## src/rtl/filter_scheduler_if.sv

```systemverilog
// Request handshake plus the passively monitored video_in AXI-Stream signals.
interface filter_scheduler_if #(
    parameter int unsigned WHICH_FILTER_WIDTH = 4,
    parameter int unsigned COLOR_WIDTH        = 8
);
    logic [WHICH_FILTER_WIDTH-1:0] req_filter;
    logic                          req_valid;
    logic                          req_ready;
    logic [3*COLOR_WIDTH-1:0]      mon_tdata;
    logic                          mon_tuser;
    logic                          mon_tvalid;
    logic                          mon_tready;

    modport master (
        output req_filter, req_valid, mon_tdata, mon_tuser, mon_tvalid, mon_tready,
        input  req_ready
    );

    modport slave (
        input  req_filter, req_valid, mon_tdata, mon_tuser, mon_tvalid, mon_tready,
        output req_ready
    );
endinterface

```

## src/rtl/filter_scheduler.sv

```systemverilog
// Frame-aligned filter selection (one-deep request queue, optional auto-cycling)
// and per-frame average colour measured from the monitored input stream.
module filter_scheduler #(
    parameter int unsigned WHICH_FILTER_WIDTH = 4,
    parameter int unsigned COLOR_WIDTH        = 8,
    parameter int unsigned PIX_CNT_WIDTH      = 21
) (
    input  logic                          clk_i,
    input  logic                          reset_i,
    filter_scheduler_if.slave             bus,
    input  logic [WHICH_FILTER_WIDTH-1:0] num_filters_i,
    input  logic                          auto_en_i,
    input  logic [7:0]                    auto_period_i,
    output logic [WHICH_FILTER_WIDTH-1:0] active_filter_o,
    output logic                          filter_changed_o,
    output logic                          bad_req_o,
    output logic [3*COLOR_WIDTH-1:0]      avg_color_o,
    output logic                          avg_valid_o,
    output logic                          avg_overrun_o
);
    localparam int unsigned FW     = WHICH_FILTER_WIDTH;
    localparam int unsigned CW     = COLOR_WIDTH;
    localparam int unsigned PW     = PIX_CNT_WIDTH;
    localparam int unsigned SW     = COLOR_WIDTH + PIX_CNT_WIDTH;
    localparam int unsigned STEP_W = $clog2(SW + 1);

    typedef enum logic {
        WAIT_SOF,
        ACCUM
    } acc_state_e;

    logic beat, sof, accept, req_legal;

    assign beat      = bus.mon_tvalid & bus.mon_tready;
    assign sof       = beat & bus.mon_tuser;
    assign accept    = bus.req_valid & bus.req_ready;
    assign req_legal = bus.req_filter < num_filters_i;

    // ---------------- filter selection ----------------
    logic [FW-1:0] active_q, active_d, pend_q, pend_d;
    logic          pend_valid_q, pend_valid_d;
    logic [7:0]    frame_cnt_q, frame_cnt_d;
    logic          changed_q, bad_q;
    logic          commit, auto_due;
    logic [FW:0]   inc;

    assign bus.req_ready = ~pend_valid_q;

    // A request accepted on an SOF beat only fills pending; it cannot commit until the next SOF.
    always_comb begin
        active_d     = active_q;
        pend_d       = pend_q;
        pend_valid_d = pend_valid_q;
        frame_cnt_d  = frame_cnt_q;
        commit       = 1'b0;
        auto_due     = auto_en_i && (auto_period_i != 8'd0) &&
                       (frame_cnt_q == auto_period_i - 8'd1);
        inc          = {1'b0, active_q} + (FW + 1)'(1);
        if (sof) begin
            if (pend_valid_q) begin
                active_d     = pend_q;
                pend_valid_d = 1'b0;
                commit       = 1'b1;
            end else if (auto_due) begin
                active_d = (inc >= {1'b0, num_filters_i}) ? '0 : inc[FW-1:0];
                commit   = 1'b1;
            end
        end
        if (accept && req_legal) begin
            pend_valid_d = 1'b1;
            pend_d       = bus.req_filter;
        end
        if (!auto_en_i || commit) begin
            frame_cnt_d = '0;
        end else if (sof) begin
            frame_cnt_d = frame_cnt_q + 8'd1;
        end
    end

    always_ff @(posedge clk_i) begin
        if (reset_i) begin
            active_q     <= '0;
            pend_q       <= '0;
            pend_valid_q <= 1'b0;
            frame_cnt_q  <= '0;
            changed_q    <= 1'b0;
            bad_q        <= 1'b0;
        end else begin
            active_q     <= active_d;
            pend_q       <= pend_d;
            pend_valid_q <= pend_valid_d;
            frame_cnt_q  <= frame_cnt_d;
            changed_q    <= (active_d != active_q);
            bad_q        <= accept & ~req_legal;
        end
    end

    // ---------------- accumulator FSM ----------------
    acc_state_e state_q, state_d;
    logic       acc_load, acc_add, snap;

    always_ff @(posedge clk_i) begin
        if (reset_i) state_q <= WAIT_SOF;
        else         state_q <= state_d;
    end

    always_comb begin
        state_d = state_q;
        if (state_q == WAIT_SOF && sof) state_d = ACCUM;
    end

    always_comb begin
        acc_load = sof;
        acc_add  = (state_q == ACCUM) && beat && !sof;
        snap     = (state_q == ACCUM) && sof;
    end

    logic [SW-1:0] sum_q [3];
    logic [PW-1:0] cnt_q;

    always_ff @(posedge clk_i) begin
        if (reset_i) begin
            for (int unsigned c = 0; c < 3; c++) sum_q[c] <= '0;
            cnt_q <= '0;
        end else if (acc_load) begin
            for (int unsigned c = 0; c < 3; c++) sum_q[c] <= SW'(bus.mon_tdata[c*CW +: CW]);
            cnt_q <= PW'(1);
        end else if (acc_add) begin
            for (int unsigned c = 0; c < 3; c++) sum_q[c] <= sum_q[c] + SW'(bus.mon_tdata[c*CW +: CW]);
            if (cnt_q != '1) cnt_q <= cnt_q + PW'(1);
        end
    end

    // ---------------- serial restoring dividers ----------------
    logic              busy_q, avg_valid_q, overrun_q;
    logic [STEP_W-1:0] step_q;
    logic [PW-1:0]     divisor_q;
    logic [PW-1:0]     rem_q [3];
    logic [SW-1:0]     quo_q [3];
    logic [PW-1:0]     rem_nx [3];
    logic [SW-1:0]     quo_nx [3];
    logic [PW:0]       rem_sh [3];
    logic [PW:0]       rem_sub [3];
    logic [3*CW-1:0]   avg_q;
    logic              div_start, last_step;

    assign div_start = snap & ~busy_q;
    assign last_step = busy_q && (step_q == STEP_W'(SW - 1));

    // The dividend shifts out of quo_q MSB-first while quotient bits shift in at the LSB.
    always_comb begin
        for (int unsigned c = 0; c < 3; c++) begin
            rem_sh[c]  = {rem_q[c], quo_q[c][SW-1]};
            rem_sub[c] = rem_sh[c] - {1'b0, divisor_q};
            if (rem_sh[c] >= {1'b0, divisor_q}) begin
                rem_nx[c] = rem_sub[c][PW-1:0];
                quo_nx[c] = {quo_q[c][SW-2:0], 1'b1};
            end else begin
                rem_nx[c] = rem_sh[c][PW-1:0];
                quo_nx[c] = {quo_q[c][SW-2:0], 1'b0};
            end
        end
    end

    always_ff @(posedge clk_i) begin
        if (reset_i) begin
            busy_q      <= 1'b0;
            step_q      <= '0;
            divisor_q   <= '0;
            avg_q       <= '0;
            avg_valid_q <= 1'b0;
            overrun_q   <= 1'b0;
            for (int unsigned c = 0; c < 3; c++) begin
                rem_q[c] <= '0;
                quo_q[c] <= '0;
            end
        end else begin
            avg_valid_q <= 1'b0;
            if (div_start) begin
                busy_q    <= 1'b1;
                step_q    <= '0;
                divisor_q <= cnt_q;
                for (int unsigned c = 0; c < 3; c++) begin
                    rem_q[c] <= '0;
                    quo_q[c] <= sum_q[c];
                end
            end else if (busy_q) begin
                step_q <= step_q + STEP_W'(1);
                for (int unsigned c = 0; c < 3; c++) begin
                    rem_q[c] <= rem_nx[c];
                    quo_q[c] <= quo_nx[c];
                end
                if (last_step) begin
                    busy_q      <= 1'b0;
                    avg_valid_q <= 1'b1;
                    for (int unsigned c = 0; c < 3; c++) avg_q[c*CW +: CW] <= quo_nx[c][CW-1:0];
                end
            end
            if (snap && busy_q) overrun_q <= 1'b1;
        end
    end

    assign active_filter_o  = active_q;
    assign filter_changed_o = changed_q;
    assign bad_req_o        = bad_q;
    assign avg_color_o      = avg_q;
    assign avg_valid_o      = avg_valid_q;
    assign avg_overrun_o    = overrun_q;
endmodule

```

## src/flat_wrapper.sv

```systemverilog
// flat-port wrapper written by rule: the top's interface ports become plain ports
module filter_scheduler_flat 
#(
    parameter int unsigned WHICH_FILTER_WIDTH = 4,
    parameter int unsigned COLOR_WIDTH        = 8,
    parameter int unsigned PIX_CNT_WIDTH      = 21
)
  (clk_i, reset_i, num_filters_i, auto_en_i, auto_period_i, active_filter_o, filter_changed_o, bad_req_o, avg_color_o, avg_valid_o, avg_overrun_o, bus_req_filter, bus_req_valid, bus_mon_tdata, bus_mon_tuser, bus_mon_tvalid, bus_mon_tready, bus_req_ready);
  filter_scheduler_if #(.WHICH_FILTER_WIDTH(WHICH_FILTER_WIDTH), .COLOR_WIDTH(COLOR_WIDTH)) bus_i ();
  input  logic clk_i;
  input  logic reset_i;
  input  logic [WHICH_FILTER_WIDTH-1:0] num_filters_i;
  input  logic auto_en_i;
  input  logic [7:0] auto_period_i;
  output logic [WHICH_FILTER_WIDTH-1:0] active_filter_o;
  output logic filter_changed_o;
  output logic bad_req_o;
  output logic [3*COLOR_WIDTH-1:0] avg_color_o;
  output logic avg_valid_o;
  output logic avg_overrun_o;
  input wire logic [$bits(bus_i.req_filter)-1:0] bus_req_filter;
  input wire logic [$bits(bus_i.req_valid)-1:0] bus_req_valid;
  input wire logic [$bits(bus_i.mon_tdata)-1:0] bus_mon_tdata;
  input wire logic [$bits(bus_i.mon_tuser)-1:0] bus_mon_tuser;
  input wire logic [$bits(bus_i.mon_tvalid)-1:0] bus_mon_tvalid;
  input wire logic [$bits(bus_i.mon_tready)-1:0] bus_mon_tready;
  output wire logic [$bits(bus_i.req_ready)-1:0] bus_req_ready;
  assign bus_i.req_filter = bus_req_filter;
  assign bus_i.req_valid = bus_req_valid;
  assign bus_i.mon_tdata = bus_mon_tdata;
  assign bus_i.mon_tuser = bus_mon_tuser;
  assign bus_i.mon_tvalid = bus_mon_tvalid;
  assign bus_i.mon_tready = bus_mon_tready;
  assign bus_req_ready = bus_i.req_ready;
  filter_scheduler #(.WHICH_FILTER_WIDTH(WHICH_FILTER_WIDTH), .COLOR_WIDTH(COLOR_WIDTH), .PIX_CNT_WIDTH(PIX_CNT_WIDTH)) u_core (.clk_i(clk_i), .reset_i(reset_i), .bus(bus_i), .num_filters_i(num_filters_i), .auto_en_i(auto_en_i), .auto_period_i(auto_period_i), .active_filter_o(active_filter_o), .filter_changed_o(filter_changed_o), .bad_req_o(bad_req_o), .avg_color_o(avg_color_o), .avg_valid_o(avg_valid_o), .avg_overrun_o(avg_overrun_o));
endmodule
```

## config.mk

```make
export PLATFORM = sky130hd
export DESIGN_NAME = filter_scheduler_flat
export DESIGN_NICKNAME = d
export VERILOG_FILES = /design/src/rtl/filter_scheduler_if.sv /design/src/rtl/filter_scheduler.sv /design/src/flat_wrapper.sv
export SDC_FILE = /design/constraint.sdc
export NUM_CORES = 1
export LEC_CHECK = 0
export BUFFER_PORTS_ARGS = -buffer_cell sky130_fd_sc_hd__buf_2
export CORE_MARGIN = 2
export CORE_UTILIZATION = 60
export CTS_BUF_LIST = sky130_fd_sc_hd__clkbuf_4 sky130_fd_sc_hd__clkbuf_8
export CTS_CLUSTER_SIZE = 12
export DETAILED_ROUTE_END_ITERATION = 12
export GPL_TIMING_DRIVEN = 0
export HOLD_SLACK_MARGIN = 0.02
export PLACE_DENSITY = 0.82
export SLEW_MARGIN = 10
export SYNTH_ARGS = -nofsm -noshare
export SYNTH_HDL_FRONTEND = slang
export SYNTH_SLANG_ARGS = --single-unit
```

## constraint.sdc

```tcl
create_clock -name clk_i -period 5.9 [get_ports clk_i]
set_input_delay 0.59 -clock clk_i [delete_from_list [all_inputs] [get_ports clk_i]]
set_output_delay 0.59 -clock clk_i [all_outputs]
set_load 0.01 [all_outputs]
```

; ---- Word-level counts from Yosys, hierarchy flattened
; Memory sizes are Yosys's and may differ from the RTL's.
; Cells that the tools add are included.
[word_totals]
output_inout_bits = 33
mem_bits_rw = 237
mem_count = 3
in_bits = 47
regBits = 94
[op_classes]
add_sub_neg = 11
eq_ne = 4
n_lt_le_gt_ge = 5
reduce_logical = 23
n_bitwise = 28
muxes = 56
[mem_list]
columns = name, words, width, rd, rd_clocked_by_memory_dff, write_ports, line
row1 = u_core.quo_q, 3, 29, 3, 0, 3, filter_scheduler.sv:139  ; logic [SW-1:0] quo_q [3];
row2 = u_core.sum_q, 3, 29, 3, 0, 3, filter_scheduler.sv:118  ; logic [SW-1:0] sum_q [3];
row3 = u_core.rem_q, 3, 21, 3, 0, 3, filter_scheduler.sv:138  ; logic [PW-1:0] rem_q [3];
[ops]
columns = operator, n
row1 = 29-bit two-way mux, 12
row2 = 21-bit two-way mux, 9
row3 = 29-bit by 8-bit adder with 29-bit output, 3
row4 = 22-bit by 21-bit greater-or-equal comparator with 1-bit output, 3
row5 = 21-bit subtractor, 3
row6 = 1-bit two-way mux, 31
row7 = 21-bit by 1-bit adder with 21-bit output (second input constant), 1
row8 = 21-bit != test (second input constant), 1
row9 = 1-bit OR, 18
row10 = 4-bit two-way mux, 4
row11 = 1-bit logical AND, 9
row12 = 8-bit by 1-bit adder with 8-bit output (second input constant), 1
row13 = 8-bit == test, 1
row14 = 8-bit nonzero test, 1
row15 = 8-bit by 1-bit subtractor with 8-bit output (second input constant), 1
row16 = 2-bit nonzero test, 3
row17 = 2-bit OR reduction, 3
row18 = 4-bit by 1-bit adder with 5-bit output (second input constant), 1
row19 = 5-bit by 1-bit adder with 5-bit output (second input constant), 1
row20 = 1-bit AND, 5
row21 = 5-bit == test (second input constant), 1
row22 = 5-bit by 4-bit greater-or-equal comparator with 1-bit output, 1
row23 = 1-bit NOT, 5
row24 = 4-bit less-than comparator, 1
row25 = other kinds (6), 8

; ---- Logic depth before layout (Yosys ltp)
[depth]
depth_word = 9
depth_mapped = 13

; ---- Worst setup path before layout
; No wires, ideal clock.
[synth_timing]
path_kind = input -> register
from = in reset_i
to = mem u_core.quo_q[0][0] (netlist bit), enable pin
stages = 3
path_buffers = 2
required_ps = 5382
slack_ps = 1031
arrival_ps = 4351
path_cell_list = clkbuf_1 clkbuf_1 or3_1
[synth_rtl]
columns = element, line
row1 = from (decl), flat_wrapper.sv:11  ; input logic reset_i;
row2 = to (decl), filter_scheduler.sv:139

==> flow_summary.json <==
{
  "arrival_ps": 4220,
  "dieArea_um2": 33680,
  "cts.sinks": 331,
  "p_comb_share_pct": 10.1,
  "grt_use_total_pct": 30.47,
  "core_area_um2": 31640,
  "yosys-top-cells-area": "edfxtp_1, dfxtp_1, ha_1",
  "synthMuxAreaShare_pct": 1.611,
  "synth_warnings": 0,
  "wire_per_inst_um": 19.82,
  "grt_pass1_vias": 15950,
  "slew_viol_final": 0,
  "die_height_um": 183.5,
  "ir_worst_vdd_mv": 0.2148,
  "synth_adder_area_share_pct": 7.092,
  "critical_path_class": "reg2reg",
  "reg2reg_from": "u_core.divisor_q[0]",
  "p_int_w": 0.003999,
  "rows": 65,
  "die_w_um": 183.5,
  "clock_latency_ps": 600,
  "worstMarginPinSlew_ps": 1154,
  "antenna_found_initial": 0,
  "synth-xor-area-share_pct": 3.488,
  "r2r_cells": 12,
  "grt_start_max_net_pins": 61,
  "grt_overflow": 0,
  "power_density_nw_per_um2": 248.9,
  "fmax_mhz": 263.2,
  "insertedDiodeCount": 0,
  "drcViolationCount": 0,
  "rsz0062_at_grt": "no",
  "vias_per_cell": 6.372,
  "worstReg2RegEnd": "u_core.rem_q[0][36]",
  "synth_flop_cell": "edfxtp_1",
  "cts_made_buffers": 54,
  "syn_nets": 2163,
  "gp_congestion": 0.9498,
  "min-delay-start": "bus_req_filter[3]",
  "final_layout_size_suffix_gt1_share_pct": 10.31,
  "fillers": 2326,
  "outcome": "finished clean",
  "boundaryPins": 80,
  "yosysUniqueCellTypes": 77,
  "start_kind": "flip-flop",
  "slew_headroom_pct": 22.78,
  "setup_viol": 0,
  "syn_area_per_cell_um2": 9.621,
  "cts_resized": 0,
  "port_buffers": 79,
  "cts_root_buffer": "clkbuf_8",
  "synth_cells": 2010,
  "synth-seq-cells": 331,
  "place_ws_ps": 2255,
  "setup_tns_ps": 0,
  "finalHoldViolCount": 0,
  "routed_wl_mm": 51.44,
  "grt_pass1_wl_mm": 82.03,
  "layout_common_cells": "nand2_1, edfxtp_1, a21oi_1, o21ai_0, nor2_1",
  "min_period_ps": 3800,
  "swShare_pct": 25.38,
  "crit_fanout": 10,
  "power.share.clock_pct": 40.7,
  "hp-class": "in2reg",
  "clockBufferDepth": 3,
  "start_util_pct": 61.12,
  "cts_setup_buffers": 0,
  "synth_top_cell_by_area": "edfxtp_1",
  "cts_tree": "done",
  "ant_nets": 0,
  "layout_setup_ws_ps": 2100,
  "drv_cap": 0,
  "end_kind": "flip-flop",
  "required_ps": 6320,
  "min_period_over_period_pct": 64.41,
  "nets": 2301,
  "vias": 16540,
  "clk_pin_slew_worst_paths_ps": 70,
  "p_sw_w": 0.001360,
  "yosys.area_share.simple_pct": 16.66,
  "synth_top_family_by_area": "compound AO/OA/AOI/OAI gates",
  "syn_to_final_growth_pct": 11.33,
  "synth_edf_count": 237,
  "synth_top_area_share_pct": 36.80,
  "drtIter0Drc": 1441,
  "worstHoldEndpoint": "u_core.pend_q[3]",
  "async_flop_share_pct": 0,
  "ctsHtreeMaxLevel": 2,
  "dr.pass1.iters": 6,
  "cellLeakagePower_nw": 8.025,
  "ys_seq_area_share_pct": 46.54,
  "syn-cell-area_um2": 19340,
  "skew_ps": 31.21,
  "p_seq_share_pct": 49.2,
  "reg2reg_slack_ps": 2100,
  "dp_hpwl_mm": 36.11,
  "final_common_cell": "nand2_1",
  "postCtsHoldBufs": 0,
  "whs_path_depth": 3,
  "synth-compound-area-share_pct": 21.02
}
how the worst max path moves through the flow:
| stage | start | to | slack (ps) |
|---|---|---|---|
| after detailed placement | u_core.divisor_q[12] | u_core.rem_q[0][59] | 2250 |
| after global routing | u_core.divisor_q[0] | u_core.rem_q[0][39] | 1820 |
| after floorplan | reset_i | u_core.quo_q[0][0] | 1030 |
| after global placement | reset_i | u_core.quo_q[0][34] | -1040 |
| after CTS | u_core.divisor_q[0] | u_core.rem_q[0][36] | 2210 |
| final | u_core.divisor_q[0] | u_core.rem_q[0][36] | 2100 |
metal layers:
layer / vias to the layer above / GRT usage [%] / share of wire [%] / wire, um
met5: - / 0 / 0 / 0
met4: 0 / 12.80 / 3.8 / 1978
met3: 137 / 4.576 / 7.2 / 3725
met2: 691 / 51.18 / 48 / 24630
li1: 7766 / - / - / -
met1: 7942 / 39.51 / 41 / 21110
synthesized netlist by cell type (all sizes together), types with 4 or more instances:
cell type  number
nand2         282
edfxtp        237
a21oi         186
o21ai         138
nor2          106
ha            100
dfxtp          94
a22o           89
clkbuf         87
inv            83
nand3          46
xnor2          41
and3           39
xor2           36
nor3           34
mux2i          30
nand4          27
or2            27
or3            26
o21a           24
o211ai         23
a21o           21
a211oi         20
o31ai          19
or4            18
a2111o         16
nor2b          16
a21boi         14
buf            11
nand2b         11
a2111oi         8
a211o           7
and2            7
a31oi           6
and4            6
fa              6
nor3b           6
nor4            6
a41oi           5
o22ai           5
nand3b          4
nand4b          4
o21bai          4
o31a            4
flip-flops by register name (all words and copies together) (netlist names), 5 cells and up:
name	flops
u_core.avg_color_o	24
u_core.cnt_q	21
u_core.divisor_q	21
u_core.frame_cnt_q	8
u_core.quo_q	87
u_core.rem_q	63
u_core.step_q	5
u_core.sum_q	87
logic make-up after synthesis:
family	after synthesis
AOI/OAI and AO/OA	612
xor gates and xnor gates	77
adders and majority gates	106
buffers and inverters	183
DFF	331
muxes	31
and+or+nand+nor	670
worst max-delay path, stage by stage (launching register included):
cell,delay [ps]
dfxtp_1,530
ha_1,250
fa_1,240
nor2b_1,70
o31a_1,270
o31ai_1,310
nand2_1,210
a211oi_2,370
or2_1,150
clkbuf_1,270
clkbuf_1,650
nand2_1,110
a21oi_1,180
per-stage QoR:
step | hold slack (ps) | total power, W | instances | instance area (um^2) | util, %
6_report | 258.2 | 0.005359 | 2595 | 21530 | 68.05
2_1_floorplan | 439.1 | 0.003052 | 2010 | 19340 | -
4_1_cts | 248.9 | 0.005358 | 2595 | 21530 | 68.05
3_3_place_gp | 443.6 | 0.003195 | 2491 | 20240 | 63.96
5_1_grt | 294.6 | 0.005545 | 2595 | 21530 | 68.05
3_5_place_dp | 446.8 | 0.003209 | 2494 | 20330 | 64.26
power groups by stage:
stage | clock [W] | sequential, W | combinational, W
after floorplan | 0 | 0.00267 | 0.000383
after global placement | 0 | 0.00269 | 0.000501
after detailed placement | 0 | 0.00268 | 0.000528
after CTS | 0.00219 | 0.00263 | 0.000533
after global routing | 0.00230 | 0.00264 | 0.000599
final | 0.00218 | 0.00264 | 0.000541
layout make-up:
| type | instances | area, um^2 | share of cell area (%) |
|---|---|---|---|
| Timing Repair Buffer | 82 | 478.0 | 2.220 |
| Clock buffer | 89 | 1106 | 5.138 |
| Inverter | 85 | 319.1 | 1.482 |
| Tap cell | 402 | 503.0 | 2.336 |
| Multi-Input combinational cell | 1496 | 9657 | 44.86 |
| Buffer | 98 | 375.4 | 1.744 |
| Clock inverter | 12 | 91.34 | 0.4243 |
| Sequential cell | 331 | 8999 | 41.80 |
Note: power is estimated with default switching activity, not from simulation.
